<file path="src/rtl/rob_pkg.sv">
// rob_pkg: shared defaults and field widths for the reorder buffer.
// Imported by the bus interface, the top and the commit selector.
package rob_pkg;

    localparam int ROB_DEPTH    = 16;
    localparam int ROB_COMMIT_W = 2;
    localparam int ROB_XLEN     = 32;
    localparam int ROB_ARCH_W   = 5;
    localparam int ROB_PHYS_W   = 6;

    // Entry index width for a given number of entries.
    function automatic int rob_idx_w(input int depth);
        return $clog2(depth);
    endfunction

endpackage

</file>
<file path="src/rtl/reorder_buffer_v2_if.sv">
// reorder_buffer_v2_if: alloc / CDB / flush inputs and commit / status
// outputs of the ROB. master = front end + execute side, slave = ROB.
interface reorder_buffer_v2_if
    import rob_pkg::*;
#(
    parameter int DEPTH    = ROB_DEPTH,
    parameter int COMMIT_W = ROB_COMMIT_W,
    parameter int XLEN     = ROB_XLEN,
    parameter int ARCH_W   = ROB_ARCH_W,
    parameter int PHYS_W   = ROB_PHYS_W
);
    localparam int IDX_W = rob_idx_w(DEPTH);

    logic                       alloc_valid;
    logic                       alloc_ready;
    logic [ARCH_W-1:0]          alloc_dest_arch;
    logic [PHYS_W-1:0]          alloc_dest_phys;
    logic [IDX_W-1:0]           alloc_idx;

    logic                       cdb_valid;
    logic [PHYS_W-1:0]          cdb_tag;
    logic [XLEN-1:0]            cdb_value;
    logic                       cdb_exc;

    logic                       flush_valid;
    logic [IDX_W-1:0]           flush_idx;

    logic [COMMIT_W-1:0]        commit_valid;
    logic [COMMIT_W*ARCH_W-1:0] commit_arch_addr;
    logic [COMMIT_W*PHYS_W-1:0] commit_phys;
    logic [COMMIT_W*XLEN-1:0]   commit_data;

    logic                       exc_valid;
    logic [IDX_W-1:0]           exc_idx;
    logic [IDX_W:0]             count;
    logic                       full;
    logic                       empty;

    modport master (
        output alloc_valid, alloc_dest_arch, alloc_dest_phys,
        output cdb_valid, cdb_tag, cdb_value, cdb_exc,
        output flush_valid, flush_idx,
        input  alloc_ready, alloc_idx,
        input  commit_valid, commit_arch_addr, commit_phys, commit_data,
        input  exc_valid, exc_idx, count, full, empty
    );

    modport slave (
        input  alloc_valid, alloc_dest_arch, alloc_dest_phys,
        input  cdb_valid, cdb_tag, cdb_value, cdb_exc,
        input  flush_valid, flush_idx,
        output alloc_ready, alloc_idx,
        output commit_valid, commit_arch_addr, commit_phys, commit_data,
        output exc_valid, exc_idx, count, full, empty
    );

endinterface

</file>
<file path="src/rtl/rob_commit_select.sv">
// rob_commit_select: in-order retire lane selection from the head.
// In: head_idx, ok (live/ready/no-exc), bad (live/ready/exc). Out: lane_vld, adv, exc_hit.
module rob_commit_select
    import rob_pkg::*;
#(
    parameter int DEPTH    = ROB_DEPTH,
    parameter int COMMIT_W = ROB_COMMIT_W,
    parameter int IDX_W    = rob_idx_w(DEPTH)
) (
    input  logic [IDX_W-1:0]    head_idx,
    input  logic [DEPTH-1:0]    ok,
    input  logic [DEPTH-1:0]    bad,
    output logic [COMMIT_W-1:0] lane_vld,
    output logic [IDX_W:0]      adv,
    output logic                exc_hit
);

    assign exc_hit = bad[head_idx];

    // A lane retires only if every older lane retires too; an exception
    // entry is never "ok", so it stops the chain at its own lane.
    always_comb begin
        logic             run;
        logic [IDX_W-1:0] idx;
        run      = 1'b1;
        idx      = '0;
        lane_vld = '0;
        adv      = '0;
        for (int k = 0; k < COMMIT_W; k++) begin
            idx         = head_idx + IDX_W'(k);
            run         = run && ok[idx];
            lane_vld[k] = run;
            if (run) begin
                adv = adv + (IDX_W+1)'(1);
            end
        end
    end

endmodule

</file>
<file path="src/rtl/reorder_buffer_v2.sv">
// reorder_buffer_v2: circular ROB with CDB wakeup, in-order multi-lane commit,
// precise exceptions and mispredict flush. Ports: clk, reset, bus (slave).
module reorder_buffer_v2
    import rob_pkg::*;
#(
    parameter int DEPTH    = ROB_DEPTH,
    parameter int COMMIT_W = ROB_COMMIT_W,
    parameter int XLEN     = ROB_XLEN,
    parameter int ARCH_W   = ROB_ARCH_W,
    parameter int PHYS_W   = ROB_PHYS_W
) (
    input  logic               clk,
    input  logic               reset,
    reorder_buffer_v2_if.slave bus
);

    localparam int IDX_W = rob_idx_w(DEPTH);
    localparam int PTR_W = IDX_W + 1;

    logic [PTR_W-1:0]    head_q;
    logic [PTR_W-1:0]    tail_q;
    logic [DEPTH-1:0]    vld_q;
    logic [DEPTH-1:0]    rdy_q;
    logic [DEPTH-1:0]    exc_q;
    logic [ARCH_W-1:0]   arch_q [DEPTH];
    logic [PHYS_W-1:0]   phys_q [DEPTH];
    logic [XLEN-1:0]     data_q [DEPTH];

    logic [PTR_W-1:0]    cnt;
    logic [IDX_W-1:0]    head_idx;
    logic [IDX_W-1:0]    tail_idx;
    logic [IDX_W-1:0]    f_off;
    logic                is_full;
    logic                flush_go;
    logic                alloc_go;
    logic                exc_hit;
    logic [DEPTH-1:0]    live;
    logic [DEPTH-1:0]    survive;
    logic [DEPTH-1:0]    ok;
    logic [DEPTH-1:0]    bad;
    logic [DEPTH-1:0]    done;
    logic [DEPTH-1:0]    hit;
    logic [DEPTH-1:0]    alloc_mask;
    logic [COMMIT_W-1:0] lane_vld;
    logic [PTR_W-1:0]    adv;

    assign cnt      = tail_q - head_q;
    assign head_idx = head_q[IDX_W-1:0];
    assign tail_idx = tail_q[IDX_W-1:0];
    assign is_full  = (cnt == PTR_W'(DEPTH));
    assign f_off    = bus.flush_idx - head_idx;

    // Liveness is the head..tail window; the flush keeps entries no
    // younger than flush_idx (distance from head <= its own distance).
    always_comb begin
        logic [IDX_W-1:0] off;
        off      = '0;
        live     = '0;
        survive  = '0;
        flush_go = 1'b0;
        for (int i = 0; i < DEPTH; i++) begin
            off     = IDX_W'(i) - head_idx;
            live[i] = vld_q[i] && ({1'b0, off} < cnt);
        end
        flush_go = bus.flush_valid && live[bus.flush_idx];
        for (int i = 0; i < DEPTH; i++) begin
            off        = IDX_W'(i) - head_idx;
            survive[i] = live[i] && (!flush_go || (off <= f_off));
        end
    end

    assign ok  = survive & rdy_q & ~exc_q;
    assign bad = live & rdy_q & exc_q;

    rob_commit_select #(
        .DEPTH    (DEPTH),
        .COMMIT_W (COMMIT_W),
        .IDX_W    (IDX_W)
    ) u_sel (
        .head_idx (head_idx),
        .ok       (ok),
        .bad      (bad),
        .lane_vld (lane_vld),
        .adv      (adv),
        .exc_hit  (exc_hit)
    );

    assign alloc_go = bus.alloc_valid && bus.alloc_ready && !exc_hit;

    always_comb begin
        done       = '0;
        alloc_mask = '0;
        hit        = '0;
        for (int k = 0; k < COMMIT_W; k++) begin
            if (lane_vld[k]) begin
                done[head_idx + IDX_W'(k)] = 1'b1;
            end
        end
        if (alloc_go) begin
            alloc_mask[tail_idx] = 1'b1;
        end
        for (int i = 0; i < DEPTH; i++) begin
            hit[i] = bus.cdb_valid && survive[i] && !rdy_q[i]
                  && (phys_q[i] == bus.cdb_tag);
        end
    end

    always_ff @(posedge clk or posedge reset) begin
        if (reset) begin
            head_q <= '0;
            tail_q <= '0;
            vld_q  <= '0;
            rdy_q  <= '0;
            exc_q  <= '0;
        end else if (exc_hit) begin
            head_q <= tail_q;
            vld_q  <= '0;
            rdy_q  <= '0;
            exc_q  <= '0;
        end else begin
            head_q <= head_q + adv;
            if (flush_go) begin
                tail_q <= head_q + PTR_W'(f_off) + PTR_W'(1);
            end else if (alloc_go) begin
                tail_q <= tail_q + PTR_W'(1);
            end
            vld_q <= (survive & ~done) | alloc_mask;
            rdy_q <= (rdy_q | hit) & ~alloc_mask;
            exc_q <= ((exc_q & ~hit) | (hit & {DEPTH{bus.cdb_exc}}))
                   & ~alloc_mask;
        end
    end

    // Payload needs no reset: it is only observed through valid bits.
    always_ff @(posedge clk) begin
        for (int i = 0; i < DEPTH; i++) begin
            if (hit[i]) begin
                data_q[i] <= bus.cdb_value;
            end
        end
        if (alloc_go) begin
            arch_q[tail_idx] <= bus.alloc_dest_arch;
            phys_q[tail_idx] <= bus.alloc_dest_phys;
        end
    end

    assign bus.alloc_ready  = !is_full && !bus.flush_valid;
    assign bus.alloc_idx    = tail_idx;
    assign bus.count        = cnt;
    assign bus.full         = is_full;
    assign bus.empty        = (cnt == '0);
    assign bus.commit_valid = lane_vld;
    assign bus.exc_valid    = exc_hit;
    assign bus.exc_idx      = exc_hit ? head_idx : '0;

    always_comb begin
        logic [IDX_W-1:0] idx;
        idx                  = '0;
        bus.commit_arch_addr = '0;
        bus.commit_phys      = '0;
        bus.commit_data      = '0;
        for (int k = 0; k < COMMIT_W; k++) begin
            idx = head_idx + IDX_W'(k);
            if (lane_vld[k]) begin
                bus.commit_arch_addr[k*ARCH_W +: ARCH_W] = arch_q[idx];
                bus.commit_phys[k*PHYS_W +: PHYS_W]      = phys_q[idx];
                bus.commit_data[k*XLEN +: XLEN]          = data_q[idx];
            end
        end
    end

endmodule

</file>
<file path="src/flat_wrapper.sv">
// flat-port wrapper written by rule: the top's interface ports become plain ports
module reorder_buffer_v2_flat import rob_pkg::*;
#(
    parameter int DEPTH    = ROB_DEPTH,
    parameter int COMMIT_W = ROB_COMMIT_W,
    parameter int XLEN     = ROB_XLEN,
    parameter int ARCH_W   = ROB_ARCH_W,
    parameter int PHYS_W   = ROB_PHYS_W
)
  (clk, reset, bus_alloc_valid, bus_alloc_dest_arch, bus_alloc_dest_phys, bus_cdb_valid, bus_cdb_tag, bus_cdb_value, bus_cdb_exc, bus_flush_valid, bus_flush_idx, bus_alloc_ready, bus_alloc_idx, bus_commit_valid, bus_commit_arch_addr, bus_commit_phys, bus_commit_data, bus_exc_valid, bus_exc_idx, bus_count, bus_full, bus_empty);
  reorder_buffer_v2_if #(.DEPTH(DEPTH), .COMMIT_W(COMMIT_W), .XLEN(XLEN), .ARCH_W(ARCH_W), .PHYS_W(PHYS_W)) bus_i ();
  input  logic clk;
  input  logic reset;
  input wire logic [$bits(bus_i.alloc_valid)-1:0] bus_alloc_valid;
  input wire logic [$bits(bus_i.alloc_dest_arch)-1:0] bus_alloc_dest_arch;
  input wire logic [$bits(bus_i.alloc_dest_phys)-1:0] bus_alloc_dest_phys;
  input wire logic [$bits(bus_i.cdb_valid)-1:0] bus_cdb_valid;
  input wire logic [$bits(bus_i.cdb_tag)-1:0] bus_cdb_tag;
  input wire logic [$bits(bus_i.cdb_value)-1:0] bus_cdb_value;
  input wire logic [$bits(bus_i.cdb_exc)-1:0] bus_cdb_exc;
  input wire logic [$bits(bus_i.flush_valid)-1:0] bus_flush_valid;
  input wire logic [$bits(bus_i.flush_idx)-1:0] bus_flush_idx;
  output wire logic [$bits(bus_i.alloc_ready)-1:0] bus_alloc_ready;
  output wire logic [$bits(bus_i.alloc_idx)-1:0] bus_alloc_idx;
  output wire logic [$bits(bus_i.commit_valid)-1:0] bus_commit_valid;
  output wire logic [$bits(bus_i.commit_arch_addr)-1:0] bus_commit_arch_addr;
  output wire logic [$bits(bus_i.commit_phys)-1:0] bus_commit_phys;
  output wire logic [$bits(bus_i.commit_data)-1:0] bus_commit_data;
  output wire logic [$bits(bus_i.exc_valid)-1:0] bus_exc_valid;
  output wire logic [$bits(bus_i.exc_idx)-1:0] bus_exc_idx;
  output wire logic [$bits(bus_i.count)-1:0] bus_count;
  output wire logic [$bits(bus_i.full)-1:0] bus_full;
  output wire logic [$bits(bus_i.empty)-1:0] bus_empty;
  assign bus_i.alloc_valid = bus_alloc_valid;
  assign bus_i.alloc_dest_arch = bus_alloc_dest_arch;
  assign bus_i.alloc_dest_phys = bus_alloc_dest_phys;
  assign bus_i.cdb_valid = bus_cdb_valid;
  assign bus_i.cdb_tag = bus_cdb_tag;
  assign bus_i.cdb_value = bus_cdb_value;
  assign bus_i.cdb_exc = bus_cdb_exc;
  assign bus_i.flush_valid = bus_flush_valid;
  assign bus_i.flush_idx = bus_flush_idx;
  assign bus_alloc_ready = bus_i.alloc_ready;
  assign bus_alloc_idx = bus_i.alloc_idx;
  assign bus_commit_valid = bus_i.commit_valid;
  assign bus_commit_arch_addr = bus_i.commit_arch_addr;
  assign bus_commit_phys = bus_i.commit_phys;
  assign bus_commit_data = bus_i.commit_data;
  assign bus_exc_valid = bus_i.exc_valid;
  assign bus_exc_idx = bus_i.exc_idx;
  assign bus_count = bus_i.count;
  assign bus_full = bus_i.full;
  assign bus_empty = bus_i.empty;
  reorder_buffer_v2 #(.DEPTH(DEPTH), .COMMIT_W(COMMIT_W), .XLEN(XLEN), .ARCH_W(ARCH_W), .PHYS_W(PHYS_W)) u_core (.clk(clk), .reset(reset), .bus(bus_i));
endmodule
</file>
<file path="config.mk">
export PLATFORM = sky130hd
export DESIGN_NAME = reorder_buffer_v2_flat
export DESIGN_NICKNAME = d
export VERILOG_FILES = /design/src/rtl/rob_pkg.sv /design/src/rtl/reorder_buffer_v2_if.sv /design/src/rtl/rob_commit_select.sv /design/src/rtl/reorder_buffer_v2.sv /design/src/flat_wrapper.sv
export SDC_FILE = /design/constraint.sdc
export NUM_CORES = 1
export LEC_CHECK = 0
export CAP_MARGIN = 20
export CORE_AREA = 4 4 273 275
export DETAILED_ROUTE_END_ITERATION = 8
export DIE_AREA = 0 0 277 279
export PLACE_DENSITY_LB_ADDON = 0.08
export SETUP_SLACK_MARGIN = 0.4
export SLEW_MARGIN = 30
export SYNTH_ARGS = -nofsm -noshare
export SYNTH_HDL_FRONTEND = slang
export SYNTH_HIERARCHICAL = 1
export SYNTH_SLANG_ARGS = --single-unit
</file>
<file path="constraint.sdc">
create_clock -name clk -period 10.3 [get_ports clk]
set_clock_uncertainty 0.05 [all_clocks]
set_input_delay 2.06 -clock clk [delete_from_list [all_inputs] [get_ports clk]]
set_output_delay 2.06 -clock clk [all_outputs]
set_load 0.01 [all_outputs]
</file>
==> Word level (Yosys, flattened, before mapping) <==
Memories as Yosys holds them, arrays and structs flattened.
Cells that the tools add are included.
{ "word_totals": {"register_bits": 58, "ramBits": 688, "output_inout_bits": 105, "wordCells": 299, "memories": 3} }
{ "classes": {"addsub": 24, "n_lt_le_gt_ge": 39, "eq_ne": 17, "muxes": 66, "bitwise_logic": 18, "n_reduce_logical": 127} }
{ "memory_table": {"columns": ["name", "depth", "width", "read_ports", "rd_clocked_by_memory_dff", "wr", "line_no", "text"], "rows": [
  ["u_core.data_q", 16, 32, 2, 0, 16, "reorder_buffer_v2.sv:27", "logic [XLEN-1:0] data_q [DEPTH];"],
  ["u_core.phys_q", 16, 6, 18, 0, 1, "reorder_buffer_v2.sv:26", "logic [PHYS_W-1:0] phys_q [DEPTH];"],
  ["u_core.arch_q", 16, 5, 2, 0, 1, "reorder_buffer_v2.sv:25", "logic [ARCH_W-1:0] arch_q [DEPTH];"]
]} }
{ "ops": {"columns": ["op", "count"], "rows": [
  ["AND 16 bit", 9],
  ["== test 6 bit", 16],
  ["2-to-1 mux 16 bit", 6],
  ["logical AND 1 bit", 88],
  ["< comparator 4 x 5 -> 1 bit", 16],
  ["less-or-equal comparator 4 bit", 16],
  ["2-to-1 mux 32 bit", 2],
  ["NOT 16 bit", 4],
  ["bitwise OR 16 bit", 4],
  ["2-to-1 mux 1 bit", 42],
  ["subtractor 4 bit (first input constant)", 8],
  ["2-to-1 mux 5 bit", 5],
  ["zero test 1 bit", 20],
  ["< comparator 4 x 5 -> 1 bit (second input constant)", 4],
  ["binary-select mux 1 bit (select 4 bit)", 4],
  ["logical OR 1 bit", 16],
  ["subtractor 3 x 4 -> 4 bit (first input constant)", 4],
  ["demux 1 bit (select 4 bit)", 3],
  ["greater-or-equal comparator 4 x 1 -> 1 bit (second input constant)", 3],
  ["2-to-1 mux 6 bit", 2],
  ["adder 5 x 1 -> 5 bit (second input constant)", 2],
  ["subtractor 1 x 4 -> 4 bit (first input constant)", 2],
  ["subtractor 2 x 4 -> 4 bit (first input constant)", 2],
  ["adder 5 x 2 -> 5 bit", 1],
  ["12 further kinds", 12]
]} }

==> Longest topological paths before layout <==
Gate-level depths: netlist of run 1.
{ "depth": {"word_depth": 20, "mapped_depth": 32, "depth_no_buf": 26} }

==> By module <==
The synthesis of run 1 kept the hierarchy.
{ "modules_own_cells": {"columns": ["module", "instances", "cells_each", "area_each_um2", "seq_area_each_um2"], "rows": [
  ["reorder_buffer_v2", 1, 2213, 38906.1, 22111.2],
  ["rob_commit_select", 1, 31, 478.0, 0.0]
]} }

==> Worst setup path after synthesis of run 1 <==
Ideal clock, no wire load.
{ "synth_timing": {"kind": "flip-flop to output port", "startpoint": "reg u_core.head_q[1]", "endpoint": "out bus_commit_data[53]", "arrival_ns": 8.081, "required_time_ns": 8.190, "slack_ns": 0.109, "stages_incl_launch_ff": 29, "n_path_buf": 12, "cell_sequence": "dfrtp_1 > clkbuf_1 > buf_1 > clkbuf_1 > clkbuf_1 > inv_1 > ha_1 > clkbuf_1 > clkbuf_1 > clkbuf_1 > inv_1 > ha_1 > a21oi_1 > a21oi_1 > a211oi_1 > o311a_1 > and4bb_2 > buf_4 > nand2_4 > buf_2 > a41oi_1 > and3b_1 > mux4_1 > mux4_2 > and2_1 > buf_4 > clkbuf_1 > clkbuf_1 > and2_1"} }
{ "synth_between": {"elab_chain_cells": 15, "word_cells_on_any_way": 112, "classes_between": "add/sub: 19; order compare: 32; mux: 7; bitwise: 2; reduce/logical: 51; memory: 1"} }
{ "synth_rtl": {"columns": ["element", "line_no", "text"], "rows": [
  ["start, declared", "reorder_buffer_v2.sv:20", "logic [PTR_W-1:0] head_q;"],
  ["start signal, assigned", "reorder_buffer_v2.sv:116", "head_q <= tail_q;"],
  ["start signal, assigned", "reorder_buffer_v2.sv:121", "head_q <= head_q + adv;"],
  ["subtractor 5 bit, or another cell as far along", "reorder_buffer_v2.sv:47", "assign cnt = tail_q - head_q;"],
  ["< comparator 4 x 5 -> 1 bit", "reorder_buffer_v2.sv:63", "live[i] = vld_q[i] && ({1'b0, off} < cnt);"],
  ["logical AND 1 bit", "reorder_buffer_v2.sv:63", null],
  ["binary-select mux 1 bit (select 4 bit)", "reorder_buffer_v2.sv:65", "flush_go = bus.flush_valid && live[bus.flush_idx];"],
  ["2-to-1 mux 1 bit (not written as such)", "reorder_buffer_v2.sv:65", null],
  ["logical AND 1 bit", "reorder_buffer_v2.sv:65", null],
  ["zero test 1 bit", "reorder_buffer_v2.sv:68", "survive[i] = live[i] && (!flush_go || (off <= f_off));"],
  ["logical OR 1 bit", "reorder_buffer_v2.sv:68", null],
  ["logical AND 1 bit *", "reorder_buffer_v2.sv:68", null],
  ["AND 16 bit * (2 in series)", "reorder_buffer_v2.sv:72", "assign ok = survive & rdy_q & ~exc_q;"],
  ["net u_core.ok[9]", "reorder_buffer_v2.sv:39", "logic [DEPTH-1:0] ok;"],
  ["binary-select mux 1 bit (select 4 bit) *", "rob_commit_select.sv:31", "run = run && ok[idx];"],
  ["2-to-1 mux 1 bit (not written as such) *", "rob_commit_select.sv:31", null],
  ["net bus_commit_valid[0]", "flat_wrapper.sv:25", "output wire logic [$bits(bus_i.commit_valid)-1:0] bus_commit_valid;"],
  ["logical AND 1 bit *", "rob_commit_select.sv:31", null],
  ["net bus_commit_valid[1]", "flat_wrapper.sv:25", null],
  ["2-to-1 mux 32 bit *", "reorder_buffer_v2.sv:164", "if (lane_vld[k]) begin"],
  ["end, declared", "flat_wrapper.sv:28", "output wire logic [$bits(bus_i.commit_data)-1:0] bus_commit_data;"]
]} }
Mark *: on every way through the listed nets, which the timed path passes. The rest lies on a longest branch. The select of a mux whose other input is x is not followed.

==> Worst setup path after layout of run 1 <==
{ "layout_timing": {"startpoint": "in bus_flush_idx[1]", "endpoint": "out bus_commit_data[44]"} }
{ "layout_between": {"elab_chain_cells": 12, "word_cells_on_any_way": 61, "classes_between": "add/sub: 1; order compare: 16; mux: 7; bitwise: 2; reduce/logical: 35"} }
{ "layout_rtl": {"columns": ["element", "line_no", "text"], "rows": [
  ["start, declared", "flat_wrapper.sv:22", "input wire logic [$bits(bus_i.flush_idx)-1:0] bus_flush_idx;"],
  ["parallel branches: the longest is 4 deep, another holds subtractor 4 bit", null, null],
  ["logical OR 1 bit *", "reorder_buffer_v2.sv:68", null],
  ["logical AND 1 bit *", "reorder_buffer_v2.sv:68", null],
  ["AND 16 bit * (2 in series)", "reorder_buffer_v2.sv:72", null],
  ["net u_core.ok[9]", "reorder_buffer_v2.sv:39", null],
  ["binary-select mux 1 bit (select 4 bit)", "rob_commit_select.sv:31", null],
  ["2-to-1 mux 1 bit (not written as such)", "rob_commit_select.sv:31", null],
  ["logical AND 1 bit *", "rob_commit_select.sv:31", null],
  ["2-to-1 mux 32 bit *", "reorder_buffer_v2.sv:164", null]
]} }
Mark *: on every way through the listed nets, which the timed path passes. The select of a mux whose other input is x is not followed.

==> results.md, run 1 <==
- Run status: completed
- # IOs: 164
- PD cells: 300 mW/mm²
- Max Transition Viols Final: 0
- Clock Power Share: 22.4%
- Startpoint types: primary input
- Area leader, netlist: edfxtp_1
- Crit path max fanout: 40
- Die H: 279 µm
- Crit path max-delay family: buffers and inverters
- Synth Warn #: 6
- Initial antenna violation count: 6
- Site row count: 99
- Routed via count: 23,900
- Core area: 0.0723 mm²
- Layout area overhead: 15.0%
- Initial drt markers: 2,702
- Clock Tree Root: clkbuf_16
- Vias in the first global route: 24,100
- Comb pwr share: 52.2%
- WS Path Type: in2out
- Hold_sp: u_core/rdy_q[15]
- Fin Hold WS: 0.495 ns
- Critical path endpoint category: output port
- Final ANT Viol Nets: 0
- Worst Path Buf+Inv: 5
- Initial Utilization: 54.4%
- Clock slew at reported path FFs: 0.06 ns
- RSZ-0062 raised after global routing: no
- Post-synth EDFFs: 688
- Setup violations, final: 0
- GRT overflow: 0
- Sequential share of power: 25.4%
- LEAKAGE: 14.9 nW
- First-pass GRT wire length: 167 mm
- Asr flop ratio synth: 7.77%
- Hold Path Class: reg2reg
- H-Tree Depth: 3
- Switching part of the total: 38.1%
- Tcrit/Tclk final: 94.6%
- DR vias/cell: 6.96
- Die width: 277 µm
- Area share of the largest cell type after synthesis: 52.5%
- Synth Register Bits: 746
- Crit path from: bus_flush_idx[1]
- Slew @ Worst Pin: 1.01 ns
- Number of port buffers: 163
- Ys flop type: edfxtp_1
- Hpwl dp: 69.0 mm
- # hold bufs at CTS: 0
- Top cells by area, synth: edfxtp_1, mux4_2, dfrtp_1, ha_1, and2_1
- Fill cells: 5,155
- Number of max-cap violations: 0
- Placer Congestion: 0.937
- Peak supply drop: 0.806 mV
- WP data required: 8.19 ns
- Sequential share of the synthesized area: 56.1%
- P_int: 0.00841 W
- Most frequent cell after synthesis: edfxtp_1
- Clock buffer depth: 3
- Top post-synthesis cells by count: edfxtp_1, mux4_2, and2_1
- Final Hold Vio Count: 0
- TNS Setup: 0 ns
- DRC: 0
- Netlist Area Pre-Place: 0.0394 mm²
- Total GRT Usage: 29.6%
- Pre-Repair DR Iteration Count: 6
- Worst R2R Start: u_core/tail_q[0]
- Slowest cell delay on critical path: 0.50 ns
- CP max-delay cell: mux4_1
- Ratio of cells with drive above 1 in the final layout: 29.5%
- Worst-path cell chain: clkdlybuf4s50_1 > ha_1 > a21o_1 > a21o_1 > xnor2_1 > inv_2 > buf_4 > ha_1 > a21oi_1 > a311oi_2 > a41oi_1 > and3b_1 > mux4_1 > mux4_2 > and2_2 > buf_12 > and2_1 > clkdlybuf4s50_1
- Num CTS Buffers: 82
- CTS tree: built
- CTS sink count: 746
- Routed WL: 115 mm
- Netlist cell types: 78
- Full die area: 0.0773 mm²
- Syn_area_per_cell: 17.6 µm²
- Pin count of the biggest net entering global routing: 142
- Synth Instances: 2,244
- Final worst path period need: 9.75 ns
- Total power: 0.0136 W
- Rel. slew slack: 32.0%
- Psw: 0.00518 W
- WP data arrival: 7.64 ns
- Clk_lat worst skew: 0.63 ns
- Wire per inst: 33.6 µm
- FMAX: 103 MHz
- Final net count: 2,527
stage by stage:
step	setup WS (ns)	std cells	utilization (%)	cell area (µm²)
3_5_place_dp	0.359	3264	58.5	42300
4_1_cts	0.430	3418	62.4	45100
3_3_place_gp	0.535	3263	58.4	42200
5_1_grt	0.399	3425	62.6	45300
2_1_floorplan	0.551	2246	-	39400
6_report	0.552	3427	62.6	45300
repair_timing:
| action | 4_1_cts | 5_1_grt |
|---|---|---|
| gates resized for setup | 2 | 15 |
| pin swaps | 0 | 3 |
| setup endpoints to repair | 30 | 87 |
| setup buffers | 0 | 3 |
flip-flops by register name, indices dropped and copies added, names as in the netlist:
signal	cells
u_core/data_q	512
u_core/phys_q	96
u_core/arch_q	80
u_core/exc_q	16
u_core/rdy_q	16
u_core/vld_q	16
u_core/head_q	5
u_core/tail_q	5
metal layers:
| layer | GRT usage, % | routed length [µm] | up-vias | share of wire (%) |
|---|---|---|---|---|
| li1 | - | - | 9636 | - |
| met5 | 0 | 13 | - | 0.011 |
| met3 | 5.33 | 10300 | 228 | 8.9 |
| met2 | 47.1 | 55500 | 1263 | 48 |
| met1 | 42.6 | 45700 | 12700 | 40 |
| met4 | 9.58 | 3750 | 2 | 3.3 |
power by group through the flow:
stage / Combinational [W] / Clock [W] / Sequential [W]
after global placement: 0.00686 / 0 / 0.00351
after detailed placement: 0.00690 / 0 / 0.00352
final: 0.00709 / 0.00304 / 0.00345
after global routing: 0.00748 / 0.00323 / 0.00346
after floorplan: 0.00489 / 0 / 0.00351
after CTS: 0.00696 / 0.00309 / 0.00345
placed cells by master, fill, tap and decap left out, drive strengths merged, types with 10 or more instances in the layout:
cell type,instances
nand2b,10
o21a,19
a31oi,22
or3,10
clkdlybuf4s50,163
nand3,28
xor2,68
edfxtp,688
buf,70
a21oi,59
clkinv,30
a41oi,23
bufinv,11
and3b,10
o21ai,20
a31o,12
clkbuf,106
xnor2,56
mux4,444
ha,69
nand2,66
mux2i,19
and2,105
inv,50
nor2,41
a21o,20
maj3,12
nand4,15
and3,11
dfrtp,58
nor3,32
layout make-up:
type	instances	area [µm²]	area share, %
clock buffers	106	2260	4.98
inverters	47	179	0.395
flip-flops and latches	746	22100	48.9
repair buffers	233	2290	5.06
well taps	959	1200	2.65
clock inverters	48	559	1.24
diodes	4	10.0	0.0221
multi-input cells	1284	16700	36.8
cells by family after synthesis:
| group | Yosys count | synth area share (%) |
|---|---|---|
| muxes | 466 | 26.1 |
| buffers and inverters | 216 | 2.30 |
| xor gates and xnor gates | 124 | 2.81 |
| DFF | 746 | 56.1 |
| adders and majority gates | 86 | 2.76 |
| and+or+nand+nor | 382 | 5.53 |
| other | 1 | 0.00952 |
| AOI/OAI and AO/OA | 223 | 4.39 |
worst reg2reg max path, cell delays in order, from the launching register on:
cell	delay, ns
dfrtp_1	0.37
inv_1	0.13
ha_1	0.27
inv_1	0.08
fa_1	0.62
inv_1	0.16
ha_1	0.30
nand2b_1	0.09
a31oi_1	0.23
a21oi_1	0.07
maj3_1	0.39
o21ai_1	0.52
or3_1	0.49
nand2_4	0.43
a41oi_1	0.54
and3b_1	0.27
mux4_1	0.24
mux4_2	0.24
buf_4	0.67
nor2b_1	0.38
ha_1	0.26
inv_1	0.06
fa_1	0.40
inv_1	0.07
a21o_1	0.10
a21oi_1	0.07
xnor2_1	0.13
mux2_2	0.26
final timing paths:
path / to / slack (ns) / cells past startpoint
worst max-delay path: bus_commit_data[44] / 0.55 / 18
worst min-delay path: u_core/rdy_q[15] / 0.50 / 1
worst max register to register: u_core/head_q[4] / 2.28 / 27
worst min register to register: u_core/rdy_q[15] / 0.50 / 1
max in group asynchronous: u_core/head_q[1] / 7.54 / 3
min in group asynchronous: u_core/exc_q[1] / 1.97 / 3
Power figures use the tool's default switching activity.
==> run 2, diff against run 1 <==
Settings changed: CORE_AREA 4 4 273 275 to 4 4 272 274, CTS_CLUSTER_SIZE set to 24, DIE_AREA 0 0 277 279 to 0 0 276 278, SKIP_CTS_REPAIR_TIMING set to 1, SYNTH_HIERARCHICAL 1 to not set.
==> results.md, run 2 <==
- WP data required: 8.19 ns (about the same)
- Netlist cell types: 89 (+14%)
- Final Hold Vio Count: 0 (unchanged)
- Vias in the first global route: 24,400 (+0.92%)
- Asr flop ratio synth: 7.77% (unchanged)
- Initial drt markers: 2,800 (+3.6%)
- Placer Congestion: 0.974 (+3.9%)
- Syn_area_per_cell: 17.2 µm² (-2.3%)
- Placement Setup Slack: 0.630 ns (+0.270 ns)
- # IOs: 164 (unchanged)
- Synth Area in XOR/XNOR: 2.70% (-0.11 points)
- Core area: 0.0714 mm² (-1.3%)
- Startpoint types: primary input
- Mux contribution to synthesized area: 25.2% (-0.81 points)
- Critical path endpoint category: output port
- Clock Tree Root: clkbuf_16
- Initial Utilization: 54.8% (+0.40 points)
- CTS tree: built
- RSZ-0062 raised after global routing: no
- Tcrit/Tclk final: 93.5% (-1.2 points)
- Full die area: 0.0767 mm² (-0.72%)
- Layout area overhead: 13.6%
- Post-synthesis compound-gate area fraction: 4.88% (+0.49 points)
- Crit path max fanout: 29 (-28%)
- Site row count: 98 (-1.0%)
- Final ANT Viol Nets: 0 (unchanged)
- Initial antenna violation count: 5 (-1)
- Worst-path cell chain: clkdlybuf4s50_1 > clkinvlp_4 > ha_1 > inv_1 > fa_1 > inv_1 > ha_1 > a21o_1 > a21o_1 > a21oi_1 > a41oi_1 > o31ai_1 > nand2_1 > a221oi_2 > o221ai_1 > o2111a_2 > inv_2 > nand3_4 > buf_12 > nor2b_1 > clkdlybuf4s50_1
- Die width: 276 µm (-0.36%)
- Routed via count: 23,900 (-0.029%)
- Setup violations, final: 0 (unchanged)
- Non-Filler Cell Area, Final: 0.0445 mm² (-1.8%)
- Fill cells: 5,139 (-0.31%)
- Post-synth EDFFs: 688 (unchanged)
- Post-synthesis adder-cell area fraction: 2.50% (-0.26 points)
- Post-synthesis simple-gate area fraction: 5.79% (+0.26 points)
- Synth Register Bits: 746 (unchanged)
- Netlist Area Pre-Place: 0.0391 mm² (-0.62%)
- Pre-Repair DR Iteration Count: 5 (-1)
- WP data arrival: 7.52 ns (-0.12 ns)
- Max Transition Viols Final: 0 (unchanged)
- Commonest non-fill, non-tap cell in the layout: edfxtp_1
- Total GRT Usage: 29.7% (+0.053 points)
- Placed Cells: 3,293 (+0.89%)
- CP max-delay cell: clkdlybuf4s50_1
- Wire per inst: 33.4 µm (-0.67%)
- Top cells by area, synth: edfxtp_1, mux4_2, dfrtp_1, ha_1, xor2_1
- Routed WL: 115 mm (-0.27%)
- Number of port buffers: 163 (unchanged)
- Ratio of cells with drive above 1 in the final layout: 27.1% (-2.4 points)
- FMAX: 104 MHz (+1.3%)
- Slowest cell delay on critical path: 0.63 ns (+0.13 ns)
- Top post-synthesis cells by count: edfxtp_1, mux4_2, clkbuf_1
- PD cells: 328 mW/mm² (+9.4%)
- Peak supply drop: 0.546 mV (-32%)
- CTS sink count: 746 (unchanged)
- Run status: completed
- Clock buffer depth: 3 (unchanged)
- Rel. slew slack: 31.3% (-0.65 points)
- Max reg flops: 512 (unchanged)
- GRT overflow: 0 (unchanged)
- Mapped Nets: 2,412
- Most frequent cell after synthesis: edfxtp_1
- Slew @ Worst Pin: 1.03 ns (+0.0205 ns)
- Final net count: 2,558 (+1.2%)
- Area share of the largest cell type after synthesis: 52.8% (+0.33 points)
- Post-route insts no fill: 3,441 (+0.41%)
- DR vias/cell: 6.93 (-0.44%)
- LEAKAGE: 14.4 nW (-3.1%)
- Final worst slack: 0.673 ns (+0.121 ns)
- Final worst path period need: 9.63 ns (-0.121 ns)
- Synth Warn #: 0 (-6)
- Num CTS Buffers: 79 (-3.7%)
- Synth Instances: 2,282 (+1.7%)
- TNS Setup: 0 ns (unchanged)
- H-Tree Depth: 3 (unchanged)
- Pin count of the biggest net entering global routing: 101 (-29%)
- Number of max-cap violations: 0 (unchanged)
- Hold Path Class: reg2reg
- Largest family of logic cells by synthesized area: multiplexers
- Largest Register: u_core.data_q
- Sequential share of the synthesized area: 56.5% (+0.35 points)
- Die H: 278 µm (-0.36%)
- Ys flop type: edfxtp_1
- First-pass GRT wire length: 168 mm (+0.33%)
- Area leader, netlist: edfxtp_1
- DRC: 0 (unchanged)
- Clk_lat worst skew: 0.64 ns (about the same)
- WS Path Type: in2out
- Hpwl dp: 70.4 mm (+2.0%)
- Commonest non-fill, non-tap cells in the layout: edfxtp_1, mux4_2, clkdlybuf4s50_1
- Clock slew at reported path FFs: 0.06 ns (about the same)
- DP Area: 0.0419 mm² (-0.93%)
- Largest regs: u_core.data_q: 512 flops, u_core.phys_q: 96 flops, u_core.arch_q: 80 flops
-- run 2: layout make-up --
class	count	area [µm²]	share of cell area (%)
Antenna cell	1	2.50	0.00563
Clock buffer	109	2150	4.84
Clock inverter	34	314	0.707
Inverter	61	236	0.532
Multi-Input combinational cell	1308	16200	36.5
Sequential cell	746	22100	49.8
Tap cell	950	1190	2.67
Timing Repair Buffer	232	2200	4.96
-- run 2: logic make-up (layout without fill, tap and decap cells) --
family | after synthesis | in the layout
flops | 746 | 746
mux | 447 | 447
simple gates | 409 | 409
compound gates | 257 | 257
buf+inv | 228 | 436
xor+xnor | 119 | 119
fa+ha+maj | 76 | 76
other cells | 0 | 1
-- run 2: worst paths after layout --
kind	start	end	slack [ns]	cells after the start
max in group asynchronous	reset	u_core.head_q[3]	7.69	3
min in group asynchronous	reset	u_core.head_q[4]	1.92	3
hold reg to reg	u_core.rdy_q[11]	u_core.rdy_q[11]	0.45	1
hold / removal	u_core.rdy_q[11]	u_core.rdy_q[11]	0.45	1
setup / recovery	bus_flush_idx[0]	bus_commit_data[34]	0.67	21
setup reg to reg	u_core.tail_q[0]	u_core.head_q[3]	2.92	25
-- run 2: report_power, final --
| part | switching, W | total [W] | internal, W |
|---|---|---|---|
| clock | 0.00118 | 0.00271 | 0.00153 |
| sequential | 0.000132 | 0.00357 | 0.00344 |
| combinational | 0.00457 | 0.00831 | 0.00374 |
-- run 2: through the flow --
stage | hold WS, ns | power (W) | util [%]
finish | 0.451 | 0.0146 | 62.3
global route | 0.477 | 0.0153 | 62.3
global placement | 0.428 | 0.0118 | 58.7
floorplan | 0.414 | 0.00922 | -
CTS | 0.453 | 0.0146 | 62.2
detailed placement | 0.440 | 0.0118 | 58.7
-- run 2: worst max-delay path, delay by kind of cell --
kind                     cells  cell delay, ns
AO/OA/AOI/OAI                8            1.71
adder cells (fa/ha/maj)      3            1.02
buffers and inverters        7            2.14
AND/OR/NAND/NOR              3            0.51
-- run 2: per-layer routing --
layer / track usage (%) / up-vias / wire (µm)
met4: 8.92 / 4 / 3600
met3: 5.25 / 213 / 9520
met1: 42.0 / 12600 / 45500
li1: - / 9760 / -
met2: 48.3 / 1288 / 56300
met5: 0 / - / 23
==> run 3, diff against run 2 <==
Settings changed: CORE_AREA 4 4 272 274 to 4 4 300 302, DIE_AREA 0 0 276 278 to 0 0 304 306, GPL_TIMING_DRIVEN set to 0, REMOVE_ABC_BUFFERS set to 1.
==> results.md, run 3 (synthesis gave the netlist of run 2 again) <==
- Run status: completed
- Reg2Reg Depth: 24 (-4.0%)
- Placer Congestion: 0.911 (-6.4%)
- Number of max-cap violations: 0 (unchanged)
- WS Path Type: in2out
- CTS sink count: 746 (unchanged)
- GRT overflow: 0 (unchanged)
- Setup violations, final: 0 (unchanged)
- Wire per inst: 32.0 µm (-4.2%)
- Largest Register: u_core.data_q
- Hold Path Class: reg2reg
- PD cells: 330 mW/mm² (+0.37%)
- Tcrit/Tclk final: 94.0% (+0.55 points)
- Full die area: 0.0930 mm² (+21%)
- Worst Hold Depth: 1 (unchanged)
- Core area: 0.0877 mm² (+23%)
- Hpwl dp: 82.2 mm (+17%)
- Final ANT Viol Nets: 0 (unchanged)
- Vias in the first global route: 24,900 (+2.2%)
- Clk_lat worst skew: 0.66 ns (+0.02 ns)
- Post-route insts no fill: 3,779 (+9.8%)
- Die H: 306 µm (+10%)
- Initial antenna violation count: 4 (-1)
- H-Tree Depth: 3 (unchanged)
- First-pass GRT wire length: 174 mm (+3.6%)
- Total GRT Usage: 25.6% (-4.1 points)
- Rel. slew slack: 25.4% (-5.9 points)
- Commonest non-fill, non-tap cells in the layout: edfxtp_1, mux4_2, clkdlybuf4s50_1
- Critical path endpoint category: output port
- Fin Hold WS: 0.465 ns (+0.0134 ns)
- Crit path max fanout: 30 (+3.4%)
- P_int: 0.00924 W (+6.1%)
- Max Transition Viols Final: 0 (unchanged)
- Routed via count: 24,200 (+1.6%)
- Layout area overhead: 18.9%
- WHS Endpoint: u_core.rdy_q[11]
- RSZ-0062 raised after global routing: no
- Number of port buffers: 163 (unchanged)
- Switching part of the total: 39.8% (-0.56 points)
- Startpoint types: primary input
- Initial Utilization: 44.6% (-10 points)
- CTS tree: built
- Routed WL: 121 mm (+5.3%)
- DR vias/cell: 6.41 (-7.5%)
- Pin count of the biggest net entering global routing: 49 (-51%)
- Reg2reg end: u_core.head_q[4]
- Slew @ Worst Pin: 1.12 ns (+0.0886 ns)
- Final worst path period need: 9.68 ns (+0.0564 ns)
- Die width: 304 µm (+10%)
- Comb pwr share: 57.5% (+0.6 points)
- WP data arrival: 7.57 ns (+0.05 ns)
- Peak supply drop: 0.305 mV (-44%)
- Clock buffer depth: 3 (unchanged)
- Commonest non-fill, non-tap cell in the layout: edfxtp_1
- Ratio of cells with drive above 1 in the final layout: 31.6% (+4.5 points)
- Max reg flops: 512 (unchanged)
- Worst R2R Setup Slack: 2.84 ns (-0.08 ns)
- Initial drt markers: 2,684 (-4.1%)
- Pre-Repair DR Iteration Count: 6 (+1)
- Final net count: 2,672 (+4.5%)
- WP data required: 8.19 ns (about the same)
- Psw: 0.00610 W (+3.6%)
- Placed Cells: 3,588 (+9.0%)
- Sequential share of power: 23.5% (-1.0 points)
- FMAX: 103 MHz (-0.58%)
- Clock slew at reported path FFs: 0.06 ns (about the same)
- DRC: 0 (unchanged)
- Final Hold Vio Count: 0 (unchanged)
- Site row count: 109 (+11%)
- LEAKAGE: 15.3 nW (+6.5%)
- Worst R2R Start: u_core.tail_q[0]
- Clock Power Share: 19.0% (+0.4 points)
- Hold_sp: u_core.rdy_q[11]
- Num CTS Buffers: 84 (+6.3%)
- Largest regs: u_core.data_q: 512 flops, u_core.phys_q: 96 flops, u_core.arch_q: 80 flops
- Clock Tree Root: clkbuf_16
- # IOs: 164 (unchanged)
## run 3: worst max-delay path by stage
stage / from / end / slack, ns / cells after the start
after floorplan: u_core.head_q[0] / bus_commit_arch_addr[5] / -14.30 / 18
after global placement: u_core.head_q[0] / u_core.exc_q[5] / -32.92 / 15
after detailed placement: bus_flush_idx[0] / bus_commit_data[55] / -0.70 / 22
after CTS: u_core.head_q[2] / bus_commit_data[55] / -1.34 / 20
after global routing: bus_flush_idx[1] / bus_commit_data[42] / 0.40 / 21
final: bus_flush_idx[1] / bus_commit_data[42] / 0.62 / 21
## run 3: metrics by stage
step | instance area, µm² | total power, W | worst slack [ns] | util (%) | setup TNS [ns]
CTS | 46100 | 0.0151 | -1.34 | 52.5 | -47.95
finish | 46500 | 0.0153 | 0.617 | 53.1 | 0
detailed placement | 43400 | 0.0121 | -0.696 | 49.5 | -15.74
global placement | 41500 | 0.0124 | -32.92 | 47.3 | -
floorplan | 38400 | 0.0104 | -14.30 | - | -
global route | 46500 | 0.0161 | 0.395 | 53.1 | 0
## run 3: routing by layer
layer  global-route usage, %  routed length [µm]  vias to the layer above
met3                    5.04                8550                      184
met5                       0                   0                        -
li1                        -                   -                    10000
met4                    6.83                3060                        0
met2                    42.8               60400                     1064
met1                    34.6               48900                    13000
## run 3: layout make-up
| class | instances | area, µm² |
|---|---|---|
| Fill cell | 7040 | 41200 |
| Sequential cell | 746 | 22100 |
| Multi-Input combinational cell | 1311 | 16400 |
| Timing Repair Buffer | 338 | 3600 |
| Clock buffer | 104 | 2260 |
| Tap cell | 1165 | 1460 |
| Clock inverter | 49 | 415 |
| Inverter | 61 | 278 |
| Antenna cell | 5 | 12.5 |
## run 3: power groups by stage
stage	clock network, W	logic (W)	registers [W]
global placement	0	0.00819	0.00418
finish	0.00292	0.00882	0.00360
global route	0.00311	0.00937	0.00360
floorplan	0	0.00642	0.00399
CTS	0.00298	0.00848	0.00363
detailed placement	0	0.00843	0.00369
## run 3: critical path: stages
cell             delay [ns]
clkdlybuf4s50_1        0.67
ha_1                   0.29
a21o_1                 0.17
a21o_1                 0.18
xnor2_1                0.33
clkinvlp_4             0.13
buf_4                  0.22
ha_1                   0.33
a21oi_1                0.15
a31oi_1                0.12
a21oi_1                0.25
nand2_1                0.09
a221oi_2               0.20
o221ai_1               0.18
o2111a_2               0.40
inv_8                  0.21
buf_12                 0.28
nand3_4                0.14
buf_12                 0.21
nor2b_1                0.28
clkdlybuf4s50_1        0.59
